File: src/rtl/reg_file_ctx.sv
// General-purpose register file: two registered read ports, dedicated R0 port, write bypass,
// and a shadow bank that a small FSM fills or drains one entry per clock on context switch.
module reg_file_ctx #(
    parameter int DATA_W = 16,
    parameter int ADDR_W = 4
) (
    input  logic              clk,
    input  logic              reset,
    input  logic [ADDR_W-1:0] rd_addr1,
    input  logic [ADDR_W-1:0] rd_addr2,
    output logic [DATA_W-1:0] rd_data1,
    output logic [DATA_W-1:0] rd_data2,
    output logic [DATA_W-1:0] r0_rd_data,
    input  logic              wr_en,
    input  logic [ADDR_W-1:0] wr_addr,
    input  logic [DATA_W-1:0] wr_data,
    input  logic              r0_wr_en,
    input  logic [DATA_W-1:0] r0_wr_data,
    input  logic              ctx_save,
    input  logic              ctx_restore,
    output logic              ctx_busy,
    output logic              ctx_done
);

    localparam int NUM_REGS = 2**ADDR_W;
    localparam logic [ADDR_W-1:0] LAST_IDX = {ADDR_W{1'b1}};

    typedef enum logic [1:0] {
        S_IDLE,
        S_SAVE,
        S_RESTORE,
        S_DONE
    } state_t;

    state_t            r_state;
    state_t            w_next;
    logic [ADDR_W-1:0] r_idx;
    logic [DATA_W-1:0] r_main   [NUM_REGS];
    logic [DATA_W-1:0] r_shadow [NUM_REGS];
    logic [DATA_W-1:0] r_rd_data1;
    logic [DATA_W-1:0] r_rd_data2;
    logic [DATA_W-1:0] r_r0_rd_data;
    logic              w_idle;
    logic              w_busy;
    logic              w_done;
    logic              w_wr_gen;
    logic              w_wr_r0;

    always_ff @(posedge clk or posedge reset) begin
        if (reset) begin
            r_state <= S_IDLE;
        end else begin
            r_state <= w_next;
        end
    end

    always_comb begin
        w_next = r_state;
        case (r_state)
            S_IDLE: begin
                if (ctx_save) begin
                    w_next = S_SAVE;
                end else if (ctx_restore) begin
                    w_next = S_RESTORE;
                end
            end
            S_SAVE, S_RESTORE: begin
                if (r_idx == LAST_IDX) begin
                    w_next = S_DONE;
                end
            end
            S_DONE:  w_next = S_IDLE;
            default: w_next = S_IDLE;
        endcase
    end

    always_comb begin
        w_idle = 1'b0;
        w_busy = 1'b0;
        w_done = 1'b0;
        case (r_state)
            S_IDLE:            w_idle = 1'b1;
            S_SAVE, S_RESTORE: w_busy = 1'b1;
            S_DONE:            w_done = 1'b1;
            default:           w_idle = 1'b0;
        endcase
    end

    // Writes are only honoured in IDLE; DONE and the copy states drop them.
    assign w_wr_gen = wr_en && w_idle;
    assign w_wr_r0  = r0_wr_en && w_idle;

    // R0 port has priority over a general write to address 0, both in storage and bypass.
    function automatic logic [DATA_W-1:0] f_read(input logic [ADDR_W-1:0] a);
        if (w_wr_r0 && (a == '0)) begin
            return r0_wr_data;
        end else if (w_wr_gen && (a == wr_addr)) begin
            return wr_data;
        end else begin
            return r_main[a];
        end
    endfunction

    always_ff @(posedge clk or posedge reset) begin
        if (reset) begin
            for (int i = 0; i < NUM_REGS; i++) begin
                r_main[i]   <= '0;
                r_shadow[i] <= '0;
            end
            r_idx        <= '0;
            r_rd_data1   <= '0;
            r_rd_data2   <= '0;
            r_r0_rd_data <= '0;
        end else begin
            r_rd_data1   <= f_read(rd_addr1);
            r_rd_data2   <= f_read(rd_addr2);
            r_r0_rd_data <= f_read('0);

            if (w_busy) begin
                r_idx <= r_idx + 1'b1;
            end
            if (r_state == S_SAVE) begin
                r_shadow[r_idx] <= r_main[r_idx];
            end
            if (r_state == S_RESTORE) begin
                r_main[r_idx] <= r_shadow[r_idx];
            end

            if (w_wr_gen) begin
                r_main[wr_addr] <= wr_data;
            end
            if (w_wr_r0) begin
                r_main[0] <= r0_wr_data;
            end
        end
    end

    assign rd_data1   = r_rd_data1;
    assign rd_data2   = r_rd_data2;
    assign r0_rd_data = r_r0_rd_data;
    assign ctx_busy   = w_busy;
    assign ctx_done   = w_done;

endmodule

File: config.mk
export PLATFORM = sky130hd
export DESIGN_NAME = reg_file_ctx
export DESIGN_NICKNAME = d
export VERILOG_FILES = /design/src/rtl/reg_file_ctx.sv
export SDC_FILE = /design/constraint.sdc
export NUM_CORES = 2
export LEC_CHECK = 0
export BUFFER_PORTS_ARGS = -buffer_cell sky130_fd_sc_hd__buf_4
export CELL_PAD_IN_SITES_DETAIL_PLACEMENT = 1
export CELL_PAD_IN_SITES_GLOBAL_PLACEMENT = 1
export CORE_ASPECT_RATIO = 0.5
export CORE_UTILIZATION = 31
export DETAILED_ROUTE_END_ITERATION = 16
export GPL_ROUTABILITY_DRIVEN = 0
export GPL_TIMING_DRIVEN = 0
export PLACE_DENSITY_LB_ADDON = 0.1
export REMOVE_ABC_BUFFERS = 1
export SETUP_SLACK_MARGIN = 0.02
export SYNTH_ARGS = -nofsm -noshare
export SYNTH_HDL_FRONTEND = slang
export SYNTH_SLANG_ARGS = --single-unit
File: constraint.sdc
create_clock -name clk -period 59.3 [get_ports clk]
set_clock_uncertainty 0.2 [all_clocks]
set_input_delay 11.86 -clock clk [delete_from_list [all_inputs] [get_ports clk]]
set_output_delay 11.86 -clock clk [all_outputs]
set_load 0.05 [all_outputs]
# Word-level counts from Yosys, hierarchy flattened
# Index checks and enable logic that the tools add are counted.
[word_totals]
inputBits = 50
regBits = 566
word_cells = 106
out_inout_bits = 50
[classes]
eq_ne = 8
n_bitwise = 4
reduce_logical = 15
add_sub_neg = 1
n_mux = 35
order_cmp = 6
[ops]
columns = ["operator", "count"]
rows = [
  ["$bwmux W256", 3],
  ["$mux W256", 2],
  ["$mux W16", 17],
  ["$bmux W16 S4", 4],
  ["$demux W16 S4", 2],
  ["$ge A5 B5 Y1 const B", 4],
  ["$not A4 Y5", 4],
  ["$logic_not A4 Y1", 3],
  ["$lt A5 B1 Y1 const B", 2],
  ["$logic_and A1 B1 Y1", 9],
  ["$eq A4 B4 Y1", 2],
  ["$mux W2", 3],
  ["$pmux W2 S3", 1],
  ["$add A4 B1 Y4 const B", 1],
  ["$eq A2 B2 Y1 const B", 2],
  ["$eq A4 B4 Y1 const B", 1],
  ["$mux W1", 3],
  ["$ne A3 B3 Y1 const B", 1],
  ["$eq A2 B1 Y1 const B", 1],
  ["$logic_not A2 Y1", 1],
  ["$ne A2 B2 Y1 const B", 1],
  ["$reduce_and A2 Y1", 1],
  ["$reduce_or A2 Y1", 1],
]

# Logic depth before layout (Yosys ltp)
[logic_depth]
ltp_word = 10
mapped_depth = 13
depth_no_buf = 7

# Least setup slack after synthesis
# No wires, ideal clock.
[synth_timing]
path_kind = "input to register"
startpoint = "input rd_addr2[0]"
endpoint = "register r_rd_data2[15], in the netlist rd_data2[15]"
required_time_ps = 58977
n_path_buf = 2
setup_time_ps = 123
arrival_ps = 13357
path_stages = 7
setup_slack_ps = 45620
path_cell_list = "buf_2 buf_2 mux4_2 mux2_2 nand2_1 nand3_1 o221a_2"
[synth_between]
elab_chain_cells = 6
elab_cells_between_ends = 10
cone_classes = "1 x eq/ne; 5 x mux; 1 x bitwise; 3 x reduce/logical"
[synth_lines]
columns = ["item", "line", "text"]
rows = [
  ["start: declaration", "10", "input logic [ADDR_W-1:0] rd_addr2,"],
  ["$not A4 Y5 (not written as such)", "100", "return r_main[a];"],
  ["$bmux W16 S4", "100", ""],
  ["$mux W16 (not written as such) (2 in series)", "100", ""],
  ["$mux W16", "97", "end else if (w_wr_gen && (a == wr_addr)) begin"],
  ["$mux W16 *", "95", "if (w_wr_r0 && (a == '0)) begin"],
  ["end signal: assignment", "116", "r_rd_data2 <= f_read(rd_addr2);"],
  ["end: declaration", "41", "logic [DATA_W-1:0] r_rd_data2;"],
]
# Mark *: on every way between the ends. The rest lies on a longest branch, timed or not. The select of a mux whose other input is x is not followed.
# A chain may end at the register's enable or synchronous reset.

# Worst setup path in the final report
[layout_timing]
startpoint = "input rd_addr2[1]"
endpoint = "register r_rd_data2[7], in the netlist rd_data2[7]"
# The elaborated chain is that of the path after synthesis.

==> qor.yml <==
critical_path:
  critPathMaxStageDelay_ps: 1090
  worst_setup_path_start_kind: "input pin"
  regToRegSetupSlack_ps: 54780
  path_cells: "buf_4 > or3_4 > or3_1 > nand2_2 > o221a_2"
  worstSetupStartpoint: "rd_addr2[1]"
  r2r_start: "r_state[0]"
  cp-end-kind: "register"
  regToRegEndpoint: "rd_data2[7]"
  r2r_cells: 6
  cp_slowest_cell: "or3_1"
  setup.worst_path.end: "rd_data2[7]"
  crit_fanout: 53
  criticalPathCategory: "in -> reg"
  cp_data_arrival_time_ps: 15770
  critPathRequiredTime_ps: 59610
synth:
  synth-seq-area-share_pct: 45.49
  async_flop_share_pct: 100.0
  ys_seq_elements: 566
  synth_top_family_by_area: "multiplexers"
  synthDominantCellAreaShare_pct: 45.49
  yosys.area_share.simple_pct: 6.928
  syn-cell-area_mm2: 0.03113
  syn_avg_cell_area_um2: 12.04
  yosysUniqueCellTypes: 44
  muxShareOfSynthArea_pct: 36.00
  syn_inst: 2585
  synth-edff-count: 0
  synth_compound_area_share_pct: 7.587
  yosys_warnings: 0
  synthAdderAreaFrac_pct: 0.3617
  synth.largest_area_cell: "dfrtp_1"
  synthTopCellsByArea: "dfrtp_1 (45%), mux4_2 (14%), mux2i_1 (12%)"
  ys.flop_type: "dfrtp_1"
  synth_xor_area_share_pct: 0.3094
sta:
  worst_pin_slew_ps: 1396
  setup_viol: 0
  hold_viol: 0
  drv_slew: 0
  max_freq_ghz: 0.06471
  fin_crit_sh_pct: 26.06
  finalWorstSetupSlack_ps: 43850
  max_slew_margin_pct: 6.670
  period_minus_slack_ps: 15450
  fin_setup_tns_ps: 0
  grt_setup_unrepaired: "no"
clock_tree:
  cts_hold_buf: 0
  cts_sinks: 566
  post_cts_buffers: 0
  cts_tree: "done"
  clock_latency_ps: 650
  root_buffer: "clkbuf_16"
  cts.repair.resized: 0
  path_clk_slew_ps: 60
  htreeDepth: 2
  cts_buffer_depth: 3
  cts_made_buffers: 60
routing:
  drt_wl_total_um: 120000
  post_drt_via_cell_ratio: 5.649
  drt-initial-drc-count: 1670
  num_vias: 22230
  first_pass_iters: 6
  drc_errors: 0
  drtAntennaViolNets: 0
  wl_per_cell_um: 30.50
die:
  core.rowCount: 81
  fp.dieW_um: 450.2
  die_area_mm2: 0.1018
  core_area_mm2: 0.09861
  start_util_pct: 31.57
  ios: 100
  die_y_um: 226.1
placed_design:
  place_worst_setup_slack_ps: 43310
  placedCellCount: 3823
  hpwl_um: 76570
  dpl_cell_area_mm2: 0.03378
  io_buffer_count: 99
finish:
  fill_cells: 10350
  area.growth.synth_to_final_pct: 14.74
  final_cell_area_mm2: 0.03573
  drive_above_1_share_pct: 29.93
  final_core_util_pct: 36.23
  stdcell_count: 3935
  final_common_cell: "dfrtp_1"
  fin_nets: 2616
  final_cell_mix: "dfrtp_1 (564), mux2i_1 (375), nand2_1 (277)"
global_routing:
  grt_start_max_net_pins: 120
  grt_first_pass_wirelength_um: 175000
  gr-total-overflow: 0
  grt_pass1_vias: 23330
  antenna_found_initial: 11
  grt_use_total_pct: 23.79
power:
  vdd_drop_max_mv: 0.01987
  leakage_nw: 13.47
  power_density_mw_per_mm2: 49.46
worst_hold_path:
  min_from: "r_shadow[151]"
  hp-class: "reg -> reg"
job:
  max_cap_violations: 0
status:
  outcome: "complete, no violations"
==> power by group <==
part | switching, mW | total [mW] | internal, mW | leakage, nW
Sequential | 0.133 | 0.669 | 0.536 | 5.55
Combinational | 0.387 | 0.711 | 0.324 | 6.96
Clock | 0.172 | 0.387 | 0.215 | 0.960
==> registers in the layout, summed over array words and instances (netlist names) <==
signal / flops
r0_rd_data: 16
r_idx: 4
r_main: 256
r_shadow: 256
r_state: 2
rd_data1: 16
rd_data2: 16
==> synth_stat cells, types with 3 or more instances <==
master,n
o22ai_1,58
nor2_1,93
buf_4,5
or3_1,8
o221a_2,15
nand3b_1,3
mux4_2,195
clkbuf_1,141
xor2_1,3
buf_2,77
mux2i_1,375
nor3_1,3
inv_1,5
a22oi_1,4
ha_1,9
nor2b_1,4
a32oi_1,3
nand4_1,6
nand2b_1,5
or3b_2,6
xnor2_1,8
a211oi_1,16
and3_1,40
buf_1,8
nand3_1,39
o21ai_0,256
buf_6,3
mux2_2,272
nand2_1,278
a21oi_1,64
dfrtp_1,566
==> area by class of cell <==
cell class | instances | area, um^2 | area share, %
Antenna cell | 4 | 10.01 | 0.02802
Clock buffer | 90 | 1785 | 4.998
Clock inverter | 18 | 148.9 | 0.4168
Inverter | 5 | 26.28 | 0.07355
Multi-Input combinational cell | 1780 | 16150 | 45.21
Sequential cell | 566 | 14170 | 39.67
Tap cell | 1328 | 1662 | 4.651
Timing Repair Buffer | 144 | 1772 | 4.959
==> metal layers <==
layer	vias to the layer above	track usage, %	share of wire, %
met5	-	0	0.011
met4	2	4.981	1.9
met3	130	5.600	6.5
met2	517	34.42	42
met1	12060	35.73	49
li1	9517	-	-
==> cell families (layout without fill, tap and decap cells) <==
| group | after synthesis | after routing |
|---|---|---|
| muxes | 842 | 842 |
| DFF | 566 | 566 |
| and+or+nand+nor | 496 | 496 |
| AOI/OAI and AO/OA | 422 | 422 |
| buffers and inverters | 239 | 257 |
| xor gates and xnor gates | 11 | 11 |
| adders and majority gates | 9 | 9 |
| other | 0 | 4 |
==> stage by stage <==
stage                     power [mW]  hold slack (ps)
after CTS                      1.777            301.5
after global placement         1.381            282.1
final                          1.767            299.0
after floorplan                1.126            274.0
after global routing           1.866            307.1
after detailed placement       1.384            287.7
==> worst min path at each step <==
| stage | to | depth (start not counted) | slack [ps] |
|---|---|---|---|
| floorplan | r_shadow[144] | 1 | 270 |
| global placement | r_shadow[26] | 1 | 280 |
| detailed placement | r_shadow[151] | 1 | 290 |
| CTS | r_shadow[151] | 1 | 300 |
| global route | r_shadow[148] | 1 | 310 |
| finish | r_shadow[151] | 1 | 300 |
==> critical path, delay by kind of cell <==
family          cells  cell delay, ps
simple gates        3            2400
compound gates      1             520
buf+inv             1             870
(Power assumes the default switching activity.)
